### config.mk
export PLATFORM = sky130hd
export DESIGN_NAME = aes_key_sched_ctrl
export DESIGN_NICKNAME = d
export VERILOG_FILES = /design/src/rtl/aes_key_sched_ctrl.sv
export SDC_FILE = /design/constraint.sdc
export NUM_CORES = 2
export LEC_CHECK = 0
export ABC_AREA = 1
export CAP_MARGIN = 20
export CORE_ASPECT_RATIO = 0.7
export CORE_UTILIZATION = 54
export DETAILED_ROUTE_END_ITERATION = 6
export PLACE_DENSITY = 0.77
export SLEW_MARGIN = 10
export SYNTH_ARGS = -nofsm -noshare
export SYNTH_HDL_FRONTEND = slang
export SYNTH_SLANG_ARGS = --single-unit
export TNS_END_PERCENT = 5
### constraint.sdc
create_clock -name CLK -period 1.75 [get_ports CLK]
set_clock_uncertainty 0.2 [all_clocks]
set_input_delay 0.35 -clock CLK [delete_from_list [all_inputs] [get_ports CLK]]
set_output_delay 0.35 -clock CLK [all_outputs]
set_load 0.05 [all_outputs]
### src/rtl/aes_key_sched_ctrl.sv
// AES-128 key-schedule controller: accepts a cipher key, launches the expansion engine,
// captures its 11 round keys into a table and serves registered forward/reverse reads.
module aes_key_sched_ctrl #(
    parameter int unsigned NKEYS   = 11,
    parameter int unsigned TIMEOUT = 4
) (
    input  logic         CLK,
    input  logic         RST,
    input  logic         key_valid,
    input  logic [127:0] key_in,
    output logic         key_ready,
    output logic         kx_start,
    output logic [127:0] kx_key_out,
    input  logic [127:0] kx_rk_in,
    input  logic [1:0]   kx_state_in,
    input  logic         rk_rd_en,
    input  logic [3:0]   rk_rd_idx,
    input  logic         rk_dec,
    output logic [127:0] rk_rd_data,
    output logic         rk_rd_valid,
    output logic         rk_rd_err,
    output logic         keys_valid,
    output logic         busy,
    output logic         kx_err
);

    localparam int unsigned TmoW = $clog2(TIMEOUT + 1);

    typedef enum logic [2:0] {
        StIdle,
        StLaunch,
        StWait,
        StCapture,
        StReady
    } state_e;

    state_e            state_q, state_d;
    logic [3:0]        cnt_q, cnt_d;
    logic [TmoW-1:0]   tmo_q, tmo_d;
    logic [127:0]      key_q, key_d;
    logic              kv_q, kv_d;
    logic              err_q, err_d;
    logic [127:0]      table_q [NKEYS];
    logic              wr_en;
    logic [3:0]        wr_idx;

    logic [127:0]      rd_data_q;
    logic              rd_valid_q, rd_err_q;
    logic [3:0]        rd_slot;
    logic              rd_ok;

    always_ff @(posedge CLK or negedge RST) begin
        if (!RST) begin
            state_q <= StIdle;
            cnt_q   <= '0;
            tmo_q   <= '0;
            key_q   <= '0;
            kv_q    <= 1'b0;
            err_q   <= 1'b0;
        end else begin
            state_q <= state_d;
            cnt_q   <= cnt_d;
            tmo_q   <= tmo_d;
            key_q   <= key_d;
            kv_q    <= kv_d;
            err_q   <= err_d;
        end
    end

    always_comb begin
        state_d = state_q;
        cnt_d   = cnt_q;
        tmo_d   = tmo_q;
        key_d   = key_q;
        kv_d    = kv_q;
        err_d   = err_q;
        wr_en   = 1'b0;
        wr_idx  = cnt_q;
        unique case (state_q)
            StIdle, StReady: begin
                if (key_valid) begin
                    key_d   = key_in;
                    kv_d    = 1'b0;
                    err_d   = 1'b0;
                    state_d = StLaunch;
                end
            end
            StLaunch: begin
                tmo_d   = '0;
                state_d = StWait;
            end
            StWait: begin
                if (kx_state_in != 2'd0) begin
                    wr_en   = 1'b1;
                    wr_idx  = 4'd0;
                    cnt_d   = 4'd1;
                    state_d = StCapture;
                end else begin
                    tmo_d = tmo_q + 1'b1;
                    if (tmo_d == TmoW'(TIMEOUT)) begin
                        err_d   = 1'b1;
                        state_d = StIdle;
                    end
                end
            end
            StCapture: begin
                if (kx_state_in != 2'd0) begin
                    wr_en  = 1'b1;
                    wr_idx = cnt_q;
                    cnt_d  = cnt_q + 4'd1;
                    if (cnt_q == 4'(NKEYS - 1)) begin
                        kv_d    = 1'b1;
                        state_d = StReady;
                    end
                end else begin
                    // Engine went idle before the schedule was complete.
                    err_d   = 1'b1;
                    state_d = StIdle;
                end
            end
            default: state_d = StIdle;
        endcase
    end

    always_ff @(posedge CLK or negedge RST) begin
        if (!RST) begin
            for (int i = 0; i < NKEYS; i++) begin
                table_q[i] <= '0;
            end
        end else if (wr_en) begin
            table_q[wr_idx] <= kx_rk_in;
        end
    end

    // Reads see kv_q before any same-edge key acceptance clears it.
    assign rd_ok   = kv_q && (rk_rd_idx <= 4'(NKEYS - 1));
    assign rd_slot = rk_dec ? (4'(NKEYS - 1) - rk_rd_idx) : rk_rd_idx;

    always_ff @(posedge CLK or negedge RST) begin
        if (!RST) begin
            rd_data_q  <= '0;
            rd_valid_q <= 1'b0;
            rd_err_q   <= 1'b0;
        end else begin
            rd_valid_q <= rk_rd_en & rd_ok;
            rd_err_q   <= rk_rd_en & ~rd_ok;
            if (rk_rd_en) begin
                rd_data_q <= rd_ok ? table_q[rd_slot] : '0;
            end
        end
    end

    assign key_ready   = (state_q == StIdle) || (state_q == StReady);
    assign busy        = (state_q == StLaunch) || (state_q == StWait) || (state_q == StCapture);
    assign kx_start    = (state_q == StLaunch);
    assign kx_key_out  = key_q;
    assign keys_valid  = kv_q;
    assign kx_err      = err_q;
    assign rk_rd_data  = rd_data_q;
    assign rk_rd_valid = rd_valid_q;
    assign rk_rd_err   = rd_err_q;

endmodule

# Word level (Yosys, flattened, before mapping)
# Cells that the tools add are included.
# totals
out_inout_bits,263
elab_cells,97
latch_bits,0
inputBits,267
mem_bits_rw,0
mem_count,0
regBits,1678
mem_bits_ro,0
# classes
reduce_logical,19
div_mod_pow,0
add_sub_neg,3
n_eq_ne,15
n_bitwise,5
magnitude_cmp,4
multipliers,0
n_mux,31
n_shift,0
# op_table
operator,count
1408-bit bitwise mux,1
128-bit binary-select mux with 4-bit select,1
128-bit demux with 4-bit select,1
128-bit 2-to-1 mux,4
4-bit 2-to-1 mux,5
3-bit 2-to-1 mux,6
2-bit != test (second input constant),7
3-bit case mux with 4 select lines,1
5-bit >= comparator (second input constant),2
4-bit inverter with 5-bit output,2
1-bit 2-to-1 mux,8
4-bit case mux with 2 select lines,1
2-bit nonzero test,4
3-bit by 2-bit == test with 1-bit output (second input constant),2
3-bit == test (second input constant),2
3-bit != test (second input constant),2
3-bit case mux with 2 select lines,1
3-bit AND reduction,2
5-bit by 1-bit < comparator with 1-bit output (second input constant),1
5-bit AND reduction,1
4-bit by 1-bit adder with 4-bit output (second input constant),1
4-bit == test (second input constant),1
4-bit less-or-equal comparator (second input constant),1
2-bit AND reduction,2
other kinds (13),18

# Depth between registers and ports, before layout
# depth
ltp_word,9
ltp_mapped,18
ltp_nobuf,12

# Worst setup path after synthesis
# Ideal clock, no wire load.
# synth_path
kind,input -> register
from,in rk_rd_idx[0]
to,"reg rd_data_q[27], in the netlist rk_rd_data[27]"
setup_ps,118
path_buffers,6
path_slack_ps,-919
arrival_ps,2351
cell_stages,18
t_required_ps,1432
path_cell_list,buf_2 > inv_1 > buf_4 > buf_2 > buf_2 > ha_1 > inv_1 > nand2_1 > nand2_1 > clkbuf_1 > clkbuf_1 > nand2_1 > nand2_1 > nand2_1 > nand2_1 > nand2_1 > nand2_1 > nand2_1
# synth_via
elab_chain_cells,7
word_cells_on_any_way,9
classes_between,1 x add/sub; 1 x order compare; 5 x mux; 1 x bitwise; 1 x reduce/logical
# synth_rtl
item,line,source
"start, declared",17,"input logic [3:0] rk_rd_idx,"
4-bit subtractor,137,assign rd_slot = rk_dec ? (4'(NKEYS - 1) - rk_rd_idx) : rk_rd_idx;
4-bit 2-to-1 mux,137,
4-bit inverter with 5-bit output (not written as such),148,rd_data_q <= rd_ok ? table_q[rd_slot] : '0;
128-bit binary-select mux with 4-bit select,148,
128-bit 2-to-1 mux (not written as such) (2 in series),148,
128-bit 2-to-1 mux (*),148,
"end signal, assigned",148,
"end, declared",47,logic [127:0] rd_data_q;
# Every way passes the cells marked *; elsewhere a longest branch is shown, timed or not. The select of a mux whose other input is x is not followed.
# A chain may end at the register's enable or synchronous reset.

# Final worst setup path
# layout_path
from,reg state_q[1]
to,reg table_q[573] (netlist name)
# layout_via
elab_chain_cells,8
word_cells_on_any_way,12
classes_between,2 x order compare; 2 x eq/ne; 5 x mux; 1 x bitwise; 2 x reduce/logical
# layout_rtl
item,line,source
"start, declared",37,"state_e state_q, state_d;"
"start signal, assigned",54,state_q <= StIdle;
"start signal, assigned",61,state_q <= state_d;
3-bit by 2-bit == test with 1-bit output,79,unique case (state_q)
4-bit 2-to-1 mux,-,
4-bit inverter with 5-bit output (not written as such),131,table_q[wr_idx] <= kx_rk_in;
5-bit >= comparator (not written as such) or 5-bit by 1-bit < comparator with 1-bit output (tied branches),131,
1-bit logical AND (not written as such),131,
128-bit 2-to-1 mux (not written as such),131,
128-bit demux with 4-bit select,131,
1408-bit bitwise mux,131,
"end signal, assigned by index",131,
"end, declared",43,logic [127:0] table_q [NKEYS];
# Parallel ways exist; a longest one is shown, timed or not.

==> impl_metrics.yaml <==
status:
  status: "finished with violations"
  violations: "DRC, setup timing"
grt:
  overflow: 0
  grt_max_degree: 113
  top_usage_layer: "met2"
  grt_use_met3_pct: 9.326
  grt_pass1_vias: 81220
  grt_first_pass_wirelength_um: 461900
  grt.total_usage_pct: 38.08
  grt_use_met1_pct: 49.99
  grt_antenna_before_repair: 27
  gr-usage-met2_pct: 57.85
detailed_routing:
  dr_total_vias: 84630
  wirelength_um: 315600
  ant_nets: 0
  drt_iter0_drc: 11790
  route.detailed.wl_per_inst_um: 21.16
  detail_route.vias_per_cell: 5.674
  drt_first_pass_iters: 7
  drc_errors: 1
layout:
  design_area_um2: 110700
  multi_input_area_um2: 34530
  drive_above_1_share_pct: 13.59
  nFillCells: 10270
  final_util_pct: 73.08
  area_growth_pct: 33.49
  finalNetCount: 13040
  regArea_um2: 41990
logic_synthesis:
  synth_commonest_cells: "nand2_1, dfrtp_1, inv_1, o21ai_0, nand3_1"
  syn_inst: 11860
  synth_top_cells_by_area: "dfrtp_1, nand2_1, inv_1, o21ai_0, nand3_1"
  syn_area_per_cell_um2: 6.988
  synth_top_area_share_pct: 50.66
  ys_ff_latch: 1678
  yosysSeqAreaShare_pct: 50.66
  ys_types: 27
  synth_top_cell_by_area: "dfrtp_1"
  postSynthNetCount: 12140
  synthArstFlopShare_pct: 100.0
  synth_edf_count: 0
  synth_ff_type: "dfrtp_1"
  synthMostInstantiatedCell: "nand2_1"
  synth_area_um2: 82890
  yosys_warnings: 0
floorplanning:
  fp.dieArea_um2: 155100
  rows: 119
  floorplan.initialDensity_pct: 54.74
  num_io_pins: 530
  core_um2: 151400
  fp.dieW_um: 470.3
  die_h_um: 329.8
clock_network:
  htree_levels: 4
  clockBufferDepth: 3
  clock_latency_ns: 0.84
  clkSinkCount: 1678
  clk_pin_slew_worst_paths_ns: 0.06
  cts_buffers: 166
  cts_tree: "yes"
  cts_root_buf: "clkbuf_16"
power:
  ir_worst_vdd_mv: 1.560
  p_total_w: 0.1705
  power.density_nw_per_um2: 1541
  p_leak_nw: 58.98
worst_setup_path:
  arrival_ns: 2.90
  path_class: "reg2reg"
  ff2ff_path_depth: 11
  required_ns: 2.27
  worstSetupStartpointType: "flop"
  end_kind: "flop"
  cp_max_fo: 18
sta:
  fin_crit_sh_pct: 135.9
  worst_slew_pin_slew_ns: 0.7863
  fin_crit_ns: 2.379
  hold_ws_ns: 0.03145
  setup_ws_ns: -0.6286
  relSlewSlack_pct: 47.58
  grt_setup_unrepaired: "true"
  setup_tns_ns: -671.00
  drv_slew: 0
  report.final.setup_viol: 1808
  fmax_mhz: 420.4
  finalHoldViolCount: 0
placement:
  portBuffers: 529
  dpl-instance-area_um2: 97440
  gp_congestion: 0.9270
  dp_hpwl_um: 179400
worst_hold_path:
  hold_class: "in2reg"
  worstHoldPathCells: 7
job:
  max_cap_viol_count: 0
==> critical path: stages, from the launching register on <==
cell and delay, ns:
dfrtp_1 0.40, buf_6 0.13, nand2_4 0.07, nor2_4 0.04, nand2_4 0.09, buf_6 0.11
nand2_4 0.05, nor2_4 0.23, buf_12 0.21, nand2_8 0.17, buf_6 0.26, o21ai_0 0.28
==> layout make-up <==
type / instances / area share (%)
sequential: 1678 / 37.95
multi-input combinational: 8161 / 31.20
timing repair buffer: 1465 / 18.87
clock buffer: 240 / 4.476
inverter: 1296 / 4.418
tap: 1996 / 2.257
clock inverter: 64 / 0.7915
antenna: 16 / 0.03618
==> routing by layer <==
metal / vias to the layer above / wire length (um)
met1: 40010 / 116200
li1: 37430 / -
met5: - / 119
met2: 5873 / 137300
met4: 18 / 21370
met3: 1289 / 40580
==> registers in the layout, summed over array words and instances (netlist names), 3 cells and up <==
| register | flops |
|---|---|
| cnt_q | 4 |
| rk_rd_data | 128 |
| kx_key_out | 128 |
| state_q | 3 |
| tmo_q | 3 |
| table_q | 1408 |
==> power by group <==
part	total (W)	internal (W)	leakage, nW	switching [W]
registers	0.0614	0.0521	22.1	0.00928
logic	0.0702	0.0295	34.0	0.0407
clock network	0.0389	0.0225	2.89	0.0164
total	0.171	0.104	59.0	0.0664
==> metrics by stage <==
step	instances	setup slack [ns]
final	14920	-0.6286
after global routing	14910	-0.6808
after CTS	14830	-0.6538
after detailed placement	14260	-0.9952
after global placement	14260	-0.9596
after floorplan	11860	-0.4871
==> path summary, 6_finish.rpt <==
kind	slack [ns]	to	startpoint
worst max-delay path	-0.63	table_q[573]	state_q[1]
worst min-delay path	0.03	rk_rd_err	rk_rd_idx[0]
worst max register to register	-0.63	table_q[573]	state_q[1]
worst min register to register	0.27	table_q[1331]	table_q[1331]
max in group asynchronous	0.53	rk_rd_data[81]	RST
min in group asynchronous	0.07	kx_key_out[84]	RST
==> repair_timing <==
item | in CTS | in global routing
endpoints found under the hold margin | 1829 | 0
hold buffers | 139 | 0
buffers inserted | 64 | 25
gates resized for setup | 331 | 408
pin swaps | 101 | 71
endpoints found under the setup margin | 1792 | 1871
cloned | 63 | 59
==> logic make-up after synthesis <==
logic type / after synthesis / synth area share, %
adders and majority gates: 6 / 0.09056
xor gates and xnor gates: 1 / 0.01057
AOI/OAI and AO/OA: 1039 / 6.287
and+or+nand+nor: 7110 / 33.06
DFF: 1678 / 50.66
buffers and inverters: 2028 / 9.900
==> cell usage in the layout, fill, tap and decap left out, drive strengths merged <==
cell / Yosys / final
o21ai: 902 / 902
clkinvlp: 0 / 2
o22ai: 1 / 1
clkinv: 0 / 37
ha: 6 / 6
diode: 0 / 16
inv: 1296 / 1302
nand4: 3 / 3
nand3: 526 / 526
clkbuf: 287 / 279
buf: 445 / 1020
dfrtp: 1678 / 1678
o211ai: 1 / 1
nor3: 1 / 1
bufbuf: 0 / 3
nand2: 6438 / 6443
clkdlybuf4s50: 0 / 264
dlygate4sd3: 0 / 139
bufinv: 0 / 19
xor2: 1 / 1
a21oi: 135 / 135
nor2: 142 / 142
(Power assumes the default switching activity.)
